[config.mk]
export PLATFORM = sky130hd
export DESIGN_NAME = srng_uart_tx
export DESIGN_NICKNAME = d
export VERILOG_FILES = /design/src/rtl/srng_pkg.sv /design/src/rtl/srng_fifo.sv /design/src/rtl/srng_uart_tx.sv
export SDC_FILE = /design/constraint.sdc
export NUM_CORES = 1
export LEC_CHECK = 0
export CORE_ASPECT_RATIO = 0.8
export CORE_UTILIZATION = 45
export CTS_BUF_LIST = sky130_fd_sc_hd__clkbuf_8
export CTS_CLUSTER_SIZE = 20
export DETAILED_ROUTE_END_ITERATION = 16
export MAX_ROUTING_LAYER = met4
export PLACE_DENSITY = 0.64
export SLEW_MARGIN = 20
export SYNTH_ARGS = -nofsm -noshare
export SYNTH_HDL_FRONTEND = slang
export SYNTH_SLANG_ARGS = --single-unit
[constraint.sdc]
create_clock -name clk -period 5.3 [get_ports clk]
set_input_delay 1.06 -clock clk [delete_from_list [all_inputs] [get_ports clk]]
set_output_delay 1.06 -clock clk [all_outputs]
set_load 0.005 [all_outputs]
[src/rtl/srng_pkg.sv]
// Shared srng definitions: UART timing default, TX FSM state encoding and word byte order.
package srng_pkg;

    localparam int SRNG_UART_DIVISOR   = 217;
    localparam int SRNG_FIFO_DEPTH     = 4;
    localparam bit SRNG_MSB_BYTE_FIRST = 1'b1;

    typedef enum logic [1:0] {
        TX_IDLE  = 2'd0,
        TX_START = 2'd1,
        TX_DATA  = 2'd2,
        TX_STOP  = 2'd3
    } tx_state_t;

    // The byte on its way out always sits in a fixed lane of the word register.
    function automatic logic [7:0] current_byte(input logic [31:0] word);
        return SRNG_MSB_BYTE_FIRST ? word[31:24] : word[7:0];
    endfunction

    function automatic logic [31:0] advance_word(input logic [31:0] word);
        return SRNG_MSB_BYTE_FIRST ? {word[23:0], 8'h00} : {8'h00, word[31:8]};
    endfunction

endpackage

[src/rtl/srng_fifo.sv]
// Synchronous word buffer between the srng reader and the UART serializer.
module srng_fifo #(
    parameter int WIDTH = 32,
    parameter int DEPTH = 4
) (
    input  logic             clk,
    input  logic             reset_n,
    input  logic             wr_en,
    input  logic [WIDTH-1:0] wr_data,
    input  logic             rd_en,
    output logic [WIDTH-1:0] rd_data,
    output logic             full,
    output logic             empty
);

    localparam int AW = (DEPTH > 1) ? $clog2(DEPTH) : 1;
    localparam int CW = $clog2(DEPTH + 1);

    logic [WIDTH-1:0] mem [DEPTH];
    logic [AW-1:0]    wr_ptr;
    logic [AW-1:0]    rd_ptr;
    logic [CW-1:0]    count;
    logic             do_push;
    logic             do_pop;

    // Flags come from the registered count only, so they never depend on this cycle's requests.
    assign full    = (count == CW'(DEPTH));
    assign empty   = (count == '0);
    assign do_push = wr_en && !full;
    assign do_pop  = rd_en && !empty;
    assign rd_data = mem[rd_ptr];

    always_ff @(posedge clk or negedge reset_n) begin
        if (!reset_n) begin
            wr_ptr <= '0;
            rd_ptr <= '0;
            count  <= '0;
        end else begin
            if (do_push) begin
                wr_ptr <= (wr_ptr == AW'(DEPTH - 1)) ? '0 : wr_ptr + AW'(1);
            end
            if (do_pop) begin
                rd_ptr <= (rd_ptr == AW'(DEPTH - 1)) ? '0 : rd_ptr + AW'(1);
            end
            case ({do_push, do_pop})
                2'b10:   count <= count + CW'(1);
                2'b01:   count <= count - CW'(1);
                default: count <= count;
            endcase
        end
    end

    always_ff @(posedge clk) begin
        if (do_push) begin
            mem[wr_ptr] <= wr_data;
        end
    end

endmodule

[src/rtl/srng_uart_tx.sv]
// Streams buffered 32-bit random words out of an 8N1 UART, one byte at a time.
module srng_uart_tx
    import srng_pkg::*;
#(
    parameter int DIVISOR    = SRNG_UART_DIVISOR,
    parameter int FIFO_DEPTH = SRNG_FIFO_DEPTH
) (
    input  logic        clk,
    input  logic        reset_n,
    input  logic        word_valid,
    input  logic [31:0] word_data,
    output logic        word_ready,
    output logic        txd,
    output logic        busy
);

    localparam int            TW        = (DIVISOR > 1) ? $clog2(DIVISOR) : 1;
    localparam logic [TW-1:0] LAST_TICK = TW'(DIVISOR - 1);

    tx_state_t     state;
    tx_state_t     state_next;
    logic [TW-1:0] bit_timer;
    logic [TW-1:0] timer_next;
    logic [2:0]    bit_idx;
    logic [2:0]    bit_idx_next;
    logic [1:0]    byte_idx;
    logic [1:0]    byte_idx_next;
    logic [31:0]   shift_reg;
    logic [31:0]   shift_next;
    logic          txd_q;
    logic          txd_next;
    logic          fifo_pop;
    logic          fifo_full;
    logic          fifo_empty;
    logic [31:0]   fifo_rd_data;
    logic [7:0]    cur_byte;
    logic          bit_tick;

    srng_fifo #(
        .WIDTH(32),
        .DEPTH(FIFO_DEPTH)
    ) u_fifo (
        .clk     (clk),
        .reset_n (reset_n),
        .wr_en   (word_valid),
        .wr_data (word_data),
        .rd_en   (fifo_pop),
        .rd_data (fifo_rd_data),
        .full    (fifo_full),
        .empty   (fifo_empty)
    );

    assign word_ready = !fifo_full;
    assign busy       = !fifo_empty || (state != TX_IDLE);
    assign txd        = txd_q;
    assign cur_byte   = current_byte(shift_reg);
    assign bit_tick   = (bit_timer == LAST_TICK);

    always_ff @(posedge clk or negedge reset_n) begin
        if (!reset_n) begin
            state     <= TX_IDLE;
            bit_timer <= '0;
            bit_idx   <= '0;
            byte_idx  <= '0;
            shift_reg <= '0;
            txd_q     <= 1'b1;
        end else begin
            state     <= state_next;
            bit_timer <= timer_next;
            bit_idx   <= bit_idx_next;
            byte_idx  <= byte_idx_next;
            shift_reg <= shift_next;
            txd_q     <= txd_next;
        end
    end

    // The line level is registered from the current state, so txd trails the FSM by one clock.
    always_comb begin
        state_next    = state;
        timer_next    = bit_timer;
        bit_idx_next  = bit_idx;
        byte_idx_next = byte_idx;
        shift_next    = shift_reg;
        fifo_pop      = 1'b0;
        txd_next      = 1'b1;

        if (state != TX_IDLE) begin
            timer_next = bit_tick ? '0 : bit_timer + TW'(1);
        end

        case (state)
            TX_IDLE: begin
                timer_next = '0;
                if (!fifo_empty) begin
                    fifo_pop      = 1'b1;
                    shift_next    = fifo_rd_data;
                    byte_idx_next = '0;
                    bit_idx_next  = '0;
                    state_next    = TX_START;
                end
            end
            TX_START: begin
                txd_next = 1'b0;
                if (bit_tick) begin
                    bit_idx_next = '0;
                    state_next   = TX_DATA;
                end
            end
            TX_DATA: begin
                txd_next = cur_byte[bit_idx];
                if (bit_tick) begin
                    if (bit_idx == 3'd7) begin
                        bit_idx_next = '0;
                        shift_next   = advance_word(shift_reg);
                        state_next   = TX_STOP;
                    end else begin
                        bit_idx_next = bit_idx + 3'd1;
                    end
                end
            end
            TX_STOP: begin
                txd_next = 1'b1;
                // Chain straight into the next start bit whenever more data is waiting.
                if (bit_tick) begin
                    if (byte_idx != 2'd3) begin
                        byte_idx_next = byte_idx + 2'd1;
                        state_next    = TX_START;
                    end else if (!fifo_empty) begin
                        fifo_pop      = 1'b1;
                        shift_next    = fifo_rd_data;
                        byte_idx_next = '0;
                        state_next    = TX_START;
                    end else begin
                        byte_idx_next = '0;
                        state_next    = TX_IDLE;
                    end
                end
            end
            default: begin
                state_next = TX_IDLE;
            end
        endcase
    end

endmodule

# After elaboration in Yosys (flattened, before gate mapping)
# Memory sizes are Yosys's and may differ from the RTL's.
# Cells that the tools add are included.
[word_totals]
ff_bits = 55
ramBits = 128
in_bits = 35
output_inout_bits = 3
wordCells = 90
memories = 1
[classes]
n_addsub = 7
order_cmp = 1
eq_ne = 17
mux = 38
reduce_logical = 17
[mem_list]
columns = ["memory", "depth", "word_bits", "read_ports", "rd_clocked_by_memory_dff", "write_ports", "line", "rtl"]
rows = [
  ["u_fifo.mem", 4, 32, 1, 0, 1, "srng_fifo.sv:19", "logic [WIDTH-1:0] mem [DEPTH];"],
]
[op_table]
columns = ["op", "n"]
rows = [
  ["32-bit 2-to-1 mux", 5],
  ["32-bit case mux with 3 select lines", 1],
  ["8-bit 2-to-1 mux", 3],
  ["2-bit 2-to-1 mux", 10],
  ["2-bit != test, second input constant", 7],
  ["3-bit 2-to-1 mux", 4],
  ["2-bit == test, second input constant", 5],
  ["5-bit AND reduction", 2],
  ["3-bit case mux with 3 select lines", 1],
  ["8-bit by 1-bit adder with 8-bit output, second input constant", 1],
  ["8-bit == test, second input constant", 1],
  ["1-bit 2-to-1 mux", 8],
  ["2-bit case mux with 4 select lines", 1],
  ["2-bit nonzero test", 4],
  ["2-bit by 1-bit adder with 2-bit output, second input constant", 3],
  ["3-bit by 1-bit adder with 3-bit output, second input constant", 2],
  ["3-bit == test, second input constant", 2],
  ["3-bit case mux with 2 select lines", 1],
  ["3-bit nonzero test", 2],
  ["2-bit by 1-bit == test with 1-bit output, second input constant", 2],
  ["3-bit by 4-bit < comparator with 1-bit output, second input constant", 1],
  ["1-bit case mux with 2 select lines", 2],
  ["2-bit case mux with 2 select lines", 1],
  ["4-bit AND reduction", 1],
  ["8 further kinds", 10],
]

# Logic depth before layout (Yosys ltp)
[depth]
word_depth = 8
depth_mapped = 12
mapped_depth_nobuf = 12

# Modules after synthesis
# From an unflattened synthesis, not the netlist that was laid out.
[unflattened]
cells_unflattened = 413
area_unflattened_um2 = 7806.2
[by_module_without_submodules]
columns = ["module", "n_inst", "cells_each", "area_each_um2", "seq_area_each_um2"]
rows = [
  ["srng_fifo", 1, 208, 5116.2, 4018.9],
  ["srng_uart_tx", 1, 205, 2690.1, 1202.4],
]

# Worst setup path before layout
# No wires, ideal clock.
[synth_path]
kind = "reg-to-output"
start = "reg state[0]"
end = "out busy"
t_arrival_ns = 1.314
required_ns = 4.240
path_slack_ns = 2.926
path_stages_with_launch = 5
n_path_buf = 0
path_cell_list = "dfrtp_1 inv_1 ha_1 nor4b_1 inv_1"
[synth_via]
elab_chain_len = 2
[synth_rtl]
columns = ["item", "line", "rtl"]
rows = [
  ["from (decl)", "srng_uart_tx.sv:20", "tx_state_t state;"],
  ["from (signal assigned)", "srng_uart_tx.sv:68", "state <= state_next;"],
  ["2-bit nonzero test", "srng_uart_tx.sv:54", "assign busy = !fifo_empty || (state != TX_IDLE);"],
  ["1-bit logical OR", "srng_uart_tx.sv:54", ""],
  ["to (decl)", "srng_uart_tx.sv:14", "output logic busy"],
]
# Every way passes these cells.

# Worst setup path after layout
# Same ends and word-level chain as after synthesis.

==> flow_summary_export.csv <==
group,metric,value,unit
layout,utilization,0.5241,
run,cap_violations,0,
power_and_ir_drop,powerDensity,353.4,mW/mm²
worst_setup_path,crit_arrival,2.76,ns
sta,slew_headroom,0.3557,
global_routing,grt_overflow,0,
die,die_h,120.5,µm
global_routing,grt_pass1_wl,22090,µm
layout,drive_gt1_frac,0.2589,
die,core_area,0.01687,mm²
routing,via_per_inst,5.368,
synthesis,synthCells,418,
layout,nNetsFinal,513,
clock_tree,clock_latency,0.46,ns
global_routing,antenna_found_initial,0,
worst_setup_path,worstPathMaxFanout,14,
sta,setup-violations-final,0,
routing,drtPass1Iterations,4,
clock_tree,htreeDepth,4,
routing,wl_per_cell,19.36,µm
sta,period_needed,3.816,ns
clock_tree,clockBufferDepth,2,
layout,area_growth_syn_to_layout,12.00,%
layout,largest_reg_flops,128,
placement,gp_congestion,0.7541,
synthesis,synth_top_family_by_area,"multiplexers",
sta,worst_pin_slew,0.9592,ns
synthesis,synth_top_area_cell,"edfxtp_1",
sta,max_freq,262.1,MHz
placement,port_buffers,37,
synthesis,ys_types,45,
synthesis,synthMuxAreaShare,0.2173,
routing,wirelength,13460,µm
clock_tree,cts.repair.resized,0,
sta,fin_worst_skew,0.01705,ns
worst_setup_path,end_kind,"output pin",
synthesis,yosysTopAreaCellShare,0.4869,
die,std_cell_rows,42,
global_routing,grt.total_usage,0.1734,
die,dieArea,0.01808,mm²
worst_hold_path,hold_path_class,"flip-flop to flip-flop",
sta,layout_worst_path_cycle_share,0.7200,
clock_tree,path_clk_slew,0.10,ns
clock_tree,cts_hold_buf,0,
worst_setup_path,r2r_slack,2.27,ns
clock_tree,cts_tree,"done",
power_and_ir_drop,p_leak,0.003315,µW
layout,nFillCells,1331,
routing,drc,0,
status,status,"finished clean",
synthesis,ys_dominant_reg_cell,"edfxtp_1",
synthesis,synthArstFlopShare,0.3005,
synthesis,ys_seq_area_frac,0.6614,
worst_setup_path,cp.required,4.24,ns
global_routing,grt_pass1_vias,3974,
synthesis,synth_compound_area_frac,0.01744,
die,start_util,0.4680,
layout,n_antenna_cell,0,
clock_tree,cts_made_buffers,17,
sta,slew_violations,0,
global_routing,grt_max_degree,56,
routing,antenna_left,0,
worst_setup_path,start_kind,"flip-flop",
sta,tns,0,ns
clock_tree,cts.sinks,183,
synthesis,synthSimpleGateAreaFrac,0.04074,
power_and_ir_drop,max-vdd-ir-drop,0.1554,mV
synthesis,syn-mean-instance-area,18.88,µm²
die,io_pins,38,
synthesis,synth_fp_nets,469,
clock_tree,cts_setup_buffers,0,
synthesis,synth_enable_flop_cells,128,
synthesis,synth_area_leaders,"edfxtp_1, dfrtp_1, mux4_1",
synthesis,synthAdderAreaFrac,0.02631,
clock_tree,root_buffer,"clkbuf_8",
sta,grt_setup_unrepaired,"no",
synthesis,synthXorXnorAreaFrac,0.009986,
synthesis,synth-seq-cells,183,
layout,finalInstanceArea,0.008841,mm²
worst_setup_path,critical_path_class,"flip-flop to output pin",
routing,vias,3731,
routing,drtIter0Drc,169,
placement,dp_hpwl,7903,µm
synthesis,ys_warn_count,0,
sta,hold_viol,0,
die,die_w,150.1,µm
synthesis,netlist_area,0.007894,mm²
placement,place_area,0.008449,mm²
[critical path, cell delays in order (launching register included)]
cell	delay, ns
dfrtp_1	0.43
inv_1	0.13
ha_1	0.47
nor4b_1	0.71
inv_1	0.09
clkdlybuf4s50_1	0.46
[cells by family after synthesis]
kind of cell               after synthesis
xor gates and xnor gates                 9
DFF                                    183
and+or+nand+nor                         56
adders and majority gates               16
buffers and inverters                   36
muxes                                  102
AOI/OAI and AO/OA                       16
[synth_stat cells, types with 5 or more instances]
| master | count |
|---|---|
| edfxtp_1 | 128 |
| dfrtp_1 | 54 |
| mux2_2 | 32 |
| mux2_4 | 30 |
| mux4_1 | 21 |
| inv_1 | 16 |
| ha_1 | 15 |
| mux4_2 | 13 |
| nor3_1 | 13 |
| nor2_1 | 9 |
| and2_1 | 7 |
| buf_6 | 6 |
| clkbuf_1 | 6 |
| mux2i_1 | 6 |
| nand2_1 | 6 |
| and3_1 | 5 |
| xor2_1 | 5 |
[cells in the final DEF, fill, tap and decap left out, types with 3 or more instances in the layout]
cell / netlist / layout
inv_1: 16 / 17
nand2_1: 6 / 6
xnor2_1: 4 / 4
ha_1: 15 / 15
nand3_1: 4 / 4
mux2_2: 32 / 32
nor2b_1: 3 / 3
mux2_4: 30 / 30
clkdlybuf4s50_1: 0 / 36
edfxtp_1: 128 / 128
nor3_1: 13 / 13
inv_6: 0 / 5
o21ai_0: 3 / 3
and2_1: 7 / 7
and3_1: 5 / 5
mux4_1: 21 / 21
xor2_1: 5 / 5
nor2_1: 9 / 9
dfrtp_1: 54 / 52
mux2i_1: 6 / 6
mux4_2: 13 / 13
clkbuf_8: 0 / 20
buf_4: 1 / 7
clkinv_4: 0 / 4
[where the power goes]
part	internal (µW)	switching, µW	leakage (µW)
clock network	417	504	0.000204
registers	1770	57.2	0.00183
logic	157	219	0.00128
[per-stage QoR]
stage	std cells	hold WS [ns]	worst slack, ns	power, µW
after floorplan	418	0.4653	2.926	2079
after global placement	663	0.4782	2.077	2233
after detailed placement	663	0.4949	2.000	2250
after CTS	695	0.5130	1.474	3170
after global routing	695	0.5290	1.155	3273
final	695	0.5047	1.484	3124
[layout make-up]
cell class                      instances  area (µm²)  area share
Tap cell                              220       275.3     0.03114
Sequential cell                       183        5224      0.5909
Clock buffer                           20       275.3     0.03114
Inverter                               17       63.81    0.007218
Clock inverter                         12       116.4     0.01316
Multi-Input combinational cell        199        2469      0.2792
Timing Repair Buffer                   44       417.9     0.04727
[routing by layer]
metal | vias up | GRT usage | wire length, µm
li1 | 1722 | - | -
met1 | 1941 | 0.2324 | 6651
met2 | 55 | 0.2584 | 6218
met3 | 13 | 0.03887 | 397
met4 | 0 | 0.06944 | 189
met5 | - | - | 0
[final timing paths]
check | from | to | cells after the start
setup / recovery | state[0] | busy | 5
hold / removal | bit_timer[0] | bit_timer[0] | 1
setup reg to reg | bit_timer[0] | u_fifo.count[2] | 12
hold reg to reg | bit_timer[0] | bit_timer[0] | 1
max in group asynchronous | reset_n | u_fifo.rd_ptr[1] | 2
min in group asynchronous | reset_n | shift_reg[22] | 2
No activity file was read; power rests on OpenSTA's default activity.
